<file path="src/rtl/cfg_reg_arbiter.sv">
// Round-robin write arbiter for the shared 5-entry configuration bank (ports A and B).
// Define CFG_SHADOW_EN to stage writes in shadow registers that commit on commit_strobe.
module cfg_reg_arbiter #(
  parameter int NUM_REGS = 5,
  parameter int ADDR_W   = 7,
  parameter int DATA_W   = 8
) (
  input  logic              m_clk,
  input  logic              rst_n,
  input  logic              a_req,
  input  logic [ADDR_W-1:0] a_addr,
  input  logic [DATA_W-1:0] a_data,
  output logic              a_gnt,
  input  logic              b_req,
  input  logic [ADDR_W-1:0] b_addr,
  input  logic [DATA_W-1:0] b_data,
  output logic              b_gnt,
  input  logic              commit_strobe,
  output logic              err_addr,
  output logic              pending,
  output logic [DATA_W-1:0] reg_0,
  output logic [DATA_W-1:0] reg_1,
  output logic [DATA_W-1:0] reg_2,
  output logic [DATA_W-1:0] reg_3,
  output logic [DATA_W-1:0] reg_4
);

  localparam int IDX_W = (NUM_REGS > 1) ? $clog2(NUM_REGS) : 1;

  typedef enum logic {IDLE, GRANT} state_t;
  typedef enum logic {WIN_A, WIN_B} winner_t;

  state_t              state_q, state_d;
  winner_t             lastWinner_q, lastWinner_d;
  logic                aGnt_q, aGnt_d;
  logic                bGnt_q, bGnt_d;
  logic                errAddr_q, errAddr_d;
  logic                wrEn;
  logic [ADDR_W-1:0]   wrAddr;
  logic [DATA_W-1:0]   wrData;
  logic                wrInRange;
  logic [IDX_W-1:0]    wrIdx;
  logic [NUM_REGS-1:0] writeMask;
  logic [DATA_W-1:0]   active_q [NUM_REGS];

  // A wins a contest unless it was the last winner; GRANT is a dead cycle so each requester can drop req.
  always_comb begin
    state_d      = state_q;
    lastWinner_d = lastWinner_q;
    aGnt_d       = 1'b0;
    bGnt_d       = 1'b0;
    errAddr_d    = 1'b0;
    wrEn         = 1'b0;
    wrAddr       = a_addr;
    wrData       = a_data;
    case (state_q)
      IDLE: begin
        if (a_req || b_req) begin
          if (a_req && (!b_req || (lastWinner_q == WIN_B))) begin
            aGnt_d       = 1'b1;
            lastWinner_d = WIN_A;
            wrAddr       = a_addr;
            wrData       = a_data;
          end else begin
            bGnt_d       = 1'b1;
            lastWinner_d = WIN_B;
            wrAddr       = b_addr;
            wrData       = b_data;
          end
          wrEn      = 1'b1;
          errAddr_d = (wrAddr >= ADDR_W'(NUM_REGS));
          state_d   = GRANT;
        end
      end
      GRANT:   state_d = IDLE;
      default: state_d = IDLE;
    endcase
  end

  always_ff @(posedge m_clk or negedge rst_n) begin
    if (!rst_n) begin
      state_q      <= IDLE;
      lastWinner_q <= WIN_B;
      aGnt_q       <= 1'b0;
      bGnt_q       <= 1'b0;
      errAddr_q    <= 1'b0;
    end else begin
      state_q      <= state_d;
      lastWinner_q <= lastWinner_d;
      aGnt_q       <= aGnt_d;
      bGnt_q       <= bGnt_d;
      errAddr_q    <= errAddr_d;
    end
  end

  // The range check uses the full address; only then do the low bits select an entry.
  assign wrInRange = (wrAddr < ADDR_W'(NUM_REGS));
  assign wrIdx     = wrAddr[IDX_W-1:0];

  always_comb begin
    writeMask = '0;
    for (int i = 0; i < NUM_REGS; i++) begin
      writeMask[i] = wrEn && wrInRange && (wrIdx == IDX_W'(i));
    end
  end

`ifdef CFG_SHADOW_EN
  logic [DATA_W-1:0]   shadow_q [NUM_REGS];
  logic [NUM_REGS-1:0] dirty_q, dirty_d;
  logic [NUM_REGS-1:0] commitMask;
  logic                pending_q;

  // A write landing on a commit edge stays dirty; its new value goes out on the next strobe.
  assign commitMask = commit_strobe ? dirty_q : '0;
  assign dirty_d    = (dirty_q & ~commitMask) | writeMask;

  always_ff @(posedge m_clk or negedge rst_n) begin
    if (!rst_n) begin
      for (int i = 0; i < NUM_REGS; i++) begin
        shadow_q[i] <= '0;
        active_q[i] <= '0;
      end
      dirty_q   <= '0;
      pending_q <= 1'b0;
    end else begin
      for (int i = 0; i < NUM_REGS; i++) begin
        if (writeMask[i]) shadow_q[i] <= wrData;
        if (commitMask[i]) active_q[i] <= shadow_q[i];
      end
      dirty_q   <= dirty_d;
      pending_q <= |dirty_d;
    end
  end

  assign pending = pending_q;
`else
  logic unused_commit;
  assign unused_commit = commit_strobe;

  always_ff @(posedge m_clk or negedge rst_n) begin
    if (!rst_n) begin
      for (int i = 0; i < NUM_REGS; i++) begin
        active_q[i] <= '0;
      end
    end else begin
      for (int i = 0; i < NUM_REGS; i++) begin
        if (writeMask[i]) active_q[i] <= wrData;
      end
    end
  end

  assign pending = 1'b0;
`endif

  assign a_gnt    = aGnt_q;
  assign b_gnt    = bGnt_q;
  assign err_addr = errAddr_q;
  assign reg_0    = active_q[0];
  assign reg_1    = active_q[1];
  assign reg_2    = active_q[2];
  assign reg_3    = active_q[3];
  assign reg_4    = active_q[4];

endmodule

</file>
<file path="config.mk">
export PLATFORM = sky130hd
export DESIGN_NAME = cfg_reg_arbiter
export DESIGN_NICKNAME = d
export VERILOG_FILES = /design/src/rtl/cfg_reg_arbiter.sv
export SDC_FILE = /design/constraint.sdc
export NUM_CORES = 1
export LEC_CHECK = 0
export ABC_AREA = 1
export ABC_CLOCK_PERIOD_IN_PS = 4650
export CORE_ASPECT_RATIO = 0.75
export CORE_MARGIN = 2
export CORE_UTILIZATION = 48
export DETAILED_ROUTE_END_ITERATION = 10
export PLACE_DENSITY = 0.83
export SYNTH_ARGS = -nofsm -noshare
export SYNTH_HDL_FRONTEND = slang
export SYNTH_SLANG_ARGS = --single-unit
</file>
<file path="constraint.sdc">
create_clock -name m_clk -period 4.65 [get_ports m_clk]
set_input_delay 0.6975 -clock m_clk [delete_from_list [all_inputs] [get_ports m_clk]]
set_output_delay 0.6975 -clock m_clk [all_outputs]
set_load 0.005 [all_outputs]
</file>
# After elaboration in Yosys (flattened, before gate mapping)
# Cells that the tools add are included.
[classes]
muxes = 19
bitwise = 1
reduce_logical = 12
n_eq_ne = 4
n_lt_le_gt_ge = 2
[op_table]
columns = ["operator", "count"]
rows = [
  ["two-way mux 7 bit", 5],
  ["two-way mux 8 bit", 3],
  ["two-way mux 1 bit", 10],
  ["greater-or-equal comparator 7 x 3 -> 1 bit (second input constant)", 1],
  ["logical AND 1 bit", 7],
  ["< comparator 7 x 3 -> 1 bit (second input constant)", 1],
  ["== test 3 x 2 -> 1 bit (second input constant)", 2],
  ["== test 3 x 1 -> 1 bit (second input constant)", 1],
  ["== test 3 bit (second input constant)", 1],
  ["logical NOT 3 bit", 1],
  ["logical OR 1 bit", 2],
  ["one-hot mux 1 bit (2 select lines)", 1],
  ["AND reduction 2 bit", 1],
  ["logical NOT 1 bit", 1],
  ["inverter 1 bit", 1],
]
[totals]
out_inout_bits = 44
register_bits = 45

# Depth between registers and ports, before layout
[depth]
word_depth = 11
mapped_depth = 11
ltp_nobuf = 11

# Least setup slack after synthesis
# No wires, ideal clock.
[synth_path]
kind = "input to register"
from = "in b_req"
to = "reg active_q (netlist bit reg_2[0])"
setup_time_ps = 117
t_arrival_ps = 1689
n_path_buf = 1
path_stages = 10
slack_ps = 2845
required_ps = 4533
cell_sequence = "nand2_1 -> nand2_1 -> nand2_4 -> buf_6 -> nand2_2 -> o21ai_4 -> nor2_8 -> nand2_4 -> nand2_1 -> nand2_1"
[synth_between]
elab_chain_len = 11
word_cells_on_any_way = 18
[synth_rtl]
columns = ["element", "line_no", "text"]
rows = [
  ["from (decl)", "14", "input logic b_req,"],
  ["logical NOT 1 bit", "59", "if (a_req && (!b_req || (lastWinner_q == WIN_B))) begin"],
  ["logical OR 1 bit", "59", ""],
  ["logical AND 1 bit", "59", ""],
  ["two-way mux 7 bit", "59", ""],
  ["two-way mux 7 bit", "58", "if (a_req || b_req) begin"],
  ["two-way mux 7 bit", "56", "case (state_q)"],
  ["two-way mux 7 bit", "58", ""],
  ["two-way mux 7 bit", "56", ""],
  ["< comparator 7 x 3 -> 1 bit", "97", "assign wrInRange = (wrAddr < ADDR_W'(NUM_REGS));"],
  ["logical AND 1 bit (2 in series)", "103", "writeMask[i] = wrEn && wrInRange && (wrIdx == IDX_W'(i));"],
  ["to (signal, indexed assignment)", "147", "if (writeMask[i]) active_q[i] <= wrData;"],
  ["to (decl)", "44", "logic [DATA_W-1:0] active_q [NUM_REGS];"],
]
# Several ways; a longest one is shown, not always the timed one. The select of a mux whose other input is x is not followed.
# A chain may end at the register's enable or synchronous reset.

# Final worst setup path
[layout_path]
from = "in a_req"
to = "reg active_q (netlist bit reg_0[4])"
[layout_between]
elab_chain_len = 9
word_cells_on_any_way = 16
[layout_rtl]
columns = ["element", "line_no", "text"]
rows = [
  ["from (decl)", "10", "input logic a_req,"],
  ["logical AND 1 bit", "59", ""],
  ["two-way mux 7 bit", "59", ""],
  ["two-way mux 7 bit", "58", ""],
  ["two-way mux 7 bit", "56", ""],
  ["two-way mux 7 bit", "58", ""],
  ["two-way mux 7 bit", "56", ""],
  ["< comparator 7 x 3 -> 1 bit", "97", ""],
  ["logical AND 1 bit (2 in series)", "103", ""],
]
# Several ways; a longest one is shown, not always the timed one. The select of a mux whose other input is x is not followed.

==> flow_metrics.env <==
export IMPL_worst_slew_pin_slew_ns=0.9812
export IMPL_path_max_fanout=18
export IMPL_period_minus_slack_ns=2.359
export IMPL_fin_crit_sh_pct=50.72
export IMPL_synth_avg_cell_area_um2=8.613
export IMPL_place_hpwl_um=3963
export IMPL_gp_congestion=0.8677
export IMPL_diodes=0
export IMPL_cts_sinks=45
export IMPL_syn_nets=293
export IMPL_wirelength_um=5353
export IMPL_crit_path_start_kind="input pin"
export IMPL_max_freq_ghz=0.4240
export IMPL_grt_pass1_vias=1927
export IMPL_syn_inst=258
export IMPL_critical_path_top_delay_family="simple AND/OR/NAND/NOR gates"
export IMPL_maxCapViolCount=0
export IMPL_postCtsSetupBuffers=0
export IMPL_leakagePower_nw=1.591
export IMPL_regToRegSetupSlack_ns=2.62
export IMPL_hold_viol=0
export IMPL_ys_seq_area_share_pct=50.73
export IMPL_track_usage_pct=23.43
export IMPL_cts_tree="yes"
export IMPL_die_w_um=82.57
export IMPL_clkLatencyLatePin_ns=0.30
export IMPL_crit_slowest_cell="clkdlybuf4s50_1"
export IMPL_ys_warnings_count=0
export IMPL_die_area_um2=5195
export IMPL_crit_path_frequent_cell="nand2_1"
export IMPL_grt_max_degree=46
export IMPL_rsz0062_at_grt="no"
export IMPL_ios=79
export IMPL_rows=21
export IMPL_crit_path_cell_trace="clkdlybuf4s50_1, a21boi_1, nand2_1, nand2_2, nand2_4, nor2_4, nand2_2, nand2_1, nand2_1"
export IMPL_drt_pass1_iter_count=4
export IMPL_cts_hold_fix_buffers=0
export IMPL_finalSetupViolations=0
export IMPL_stdcell_count=393
export IMPL_cts_path_max_buffers=2
export IMPL_ant_nets=0
export IMPL_drc_errors=0
export IMPL_die_h_um=62.93
export IMPL_criticalPathCategory="in2reg"
export IMPL_drive_above_1_share_pct=10.42
export IMPL_finalNetCount=370
export IMPL_vdd_drop_max_mv=0.1933
export IMPL_slew_headroom_pct=34.59
export IMPL_start_util_pct=49.75
export IMPL_clk_pin_slew_ns=0.09
export IMPL_grt_pass1_wl_um=9128
export IMPL_synth_top_area_share_pct=49.55
export IMPL_antenna_found_initial=0
export IMPL_htreeDepth=2
export IMPL_cts_buffers=5
export IMPL_syn2layout_area_growth_pct=38.91
export IMPL_crit_required_ns=4.85
export IMPL_crit_buf_inv=1
export IMPL_globalRoute_totalOverflow=0
export IMPL_routedWlPerCell_um=13.62
export IMPL_synth_seq_cells=45
export IMPL_slowest_delay_ns=0.53
export IMPL_cts_root_buf="clkbuf_8"
export IMPL_dp_cells=385
export IMPL_drtIter0Drc=123
export IMPL_power_density_nw_per_um2=328.5
export IMPL_ys_types=26
export IMPL_cp_arrival_ns=2.56
export IMPL_core_um2=4467
export IMPL_dr_total_vias=1978
export IMPL_io_buffers=76
export IMPL_cts_resized=0
export IMPL_status="completed"
export IMPL_syn_area_um2=2222
export IMPL_yosys_area_top_type="dfrtp_1"
export IMPL_fin_tns_setup_ns=0
export IMPL_synthTopCellsByArea="dfrtp_1 50%, nand2_1 19%, nand3_1 6.1%"
export IMPL_maxSlewViolCount=0
export IMPL_min_path_type="reg2reg"
export IMPL_via_per_inst=5.033
export IMPL_clock_skew_ns=0.009469
export IMPL_cp_end_kind="register"
==> cells in the mapped netlist (all sizes together) <==
cell	count
inv	18
nor2	11
nand3	29
dfstp	1
o31ai	1
nand3b	1
a21boi	1
nand4	16
dfrtp	44
o22ai	1
buf	6
conb	1
o21ai	2
nand2	126
==> sequential cells by signal, indices dropped and copies added, names as in the netlist <==
register,cells
reg_1,8
a_gnt,1
reg_2,8
state_q,1
b_gnt,1
err_addr,1
reg_0,8
reg_4,8
reg_3,8
lastWinner_q,1
==> worst reg2reg max path, stage by stage (launching register included) <==
cell,delay [ns]
dfstp_2,0.52
inv_1,0.06
nand2_1,0.07
nand2_1,0.16
nand2_4,0.25
inv_4,0.10
nand2_2,0.09
nand2_4,0.11
nor2_8,0.26
nand2_2,0.16
nand2_1,0.10
nand2_1,0.05
==> power by group <==
group / internal (mW) / leakage [nW] / total [mW] / switching [mW]
clock network: 0.107 / 0.0481 / 0.244 / 0.137
registers: 0.446 / 0.608 / 0.478 / 0.0321
logic: 0.148 / 0.935 / 0.292 / 0.145
total: 0.700 / 1.59 / 1.01 / 0.314
==> routing by layer <==
metal	routed length (um)	track usage [%]
met2	2415	33.57
met5	0	0
met3	386	6.503
met4	59	6.967
met1	2490	34.52
==> per-stage QoR <==
step                instance area [um2]  utilization, %  setup WS, ns  hold slack [ns]  power, mW
floorplan                          2222               -         2.845           0.4019     0.6115
global placement                   2995           67.06         2.000           0.4547     0.7713
detailed placement                 2995           67.06         1.970           0.4577     0.7790
CTS                                3087           69.10         2.292           0.4799      1.022
global route                       3087           69.10         2.113           0.4978      1.078
finish                             3087           69.10         2.291           0.4783      1.014
==> cells in the final DEF, fill, tap and decap left out, types with 2 or more instances in the layout <==
master / instances
nand2_1: 114
clkdlybuf4s50_1: 75
dfrtp_1: 44
nand3_1: 27
nand4_1: 16
inv_1: 15
nand2_2: 7
nand2_4: 5
clkbuf_8: 5
nor2_8: 4
nor2_1: 4
inv_4: 2
nor2_4: 2
clkinv_4: 2
==> cell families after synthesis <==
| family | synth area share [%] |
|---|---|
| other cells | 0.1688 |
| simple gates | 41.50 |
| buf+inv | 5.686 |
| flops | 50.73 |
| compound gates | 1.915 |
==> path summary, 6_finish.rpt <==
path                                    from       end  depth (start not counted)
worst max-delay path                   a_req  reg_0[4]                          9
worst min-delay path                reg_4[2]  reg_4[2]                          2
worst max register to register  lastWinner_q  reg_0[4]                         11
worst min register to register      reg_4[2]  reg_4[2]                          2
max in group asynchronous              rst_n  reg_3[5]                          1
min in group asynchronous              rst_n  err_addr                          1
==> cell type report <==
type | instances | area [um2]
fillers | 373 | 1380
repair buffers | 76 | 755.7
multi-input cells | 189 | 968.4
inverters | 18 | 72.57
well taps | 57 | 71.32
clock inverters | 3 | 22.52
clock buffers | 5 | 68.82
flip-flops and latches | 45 | 1127
(Power assumes the default switching activity.)
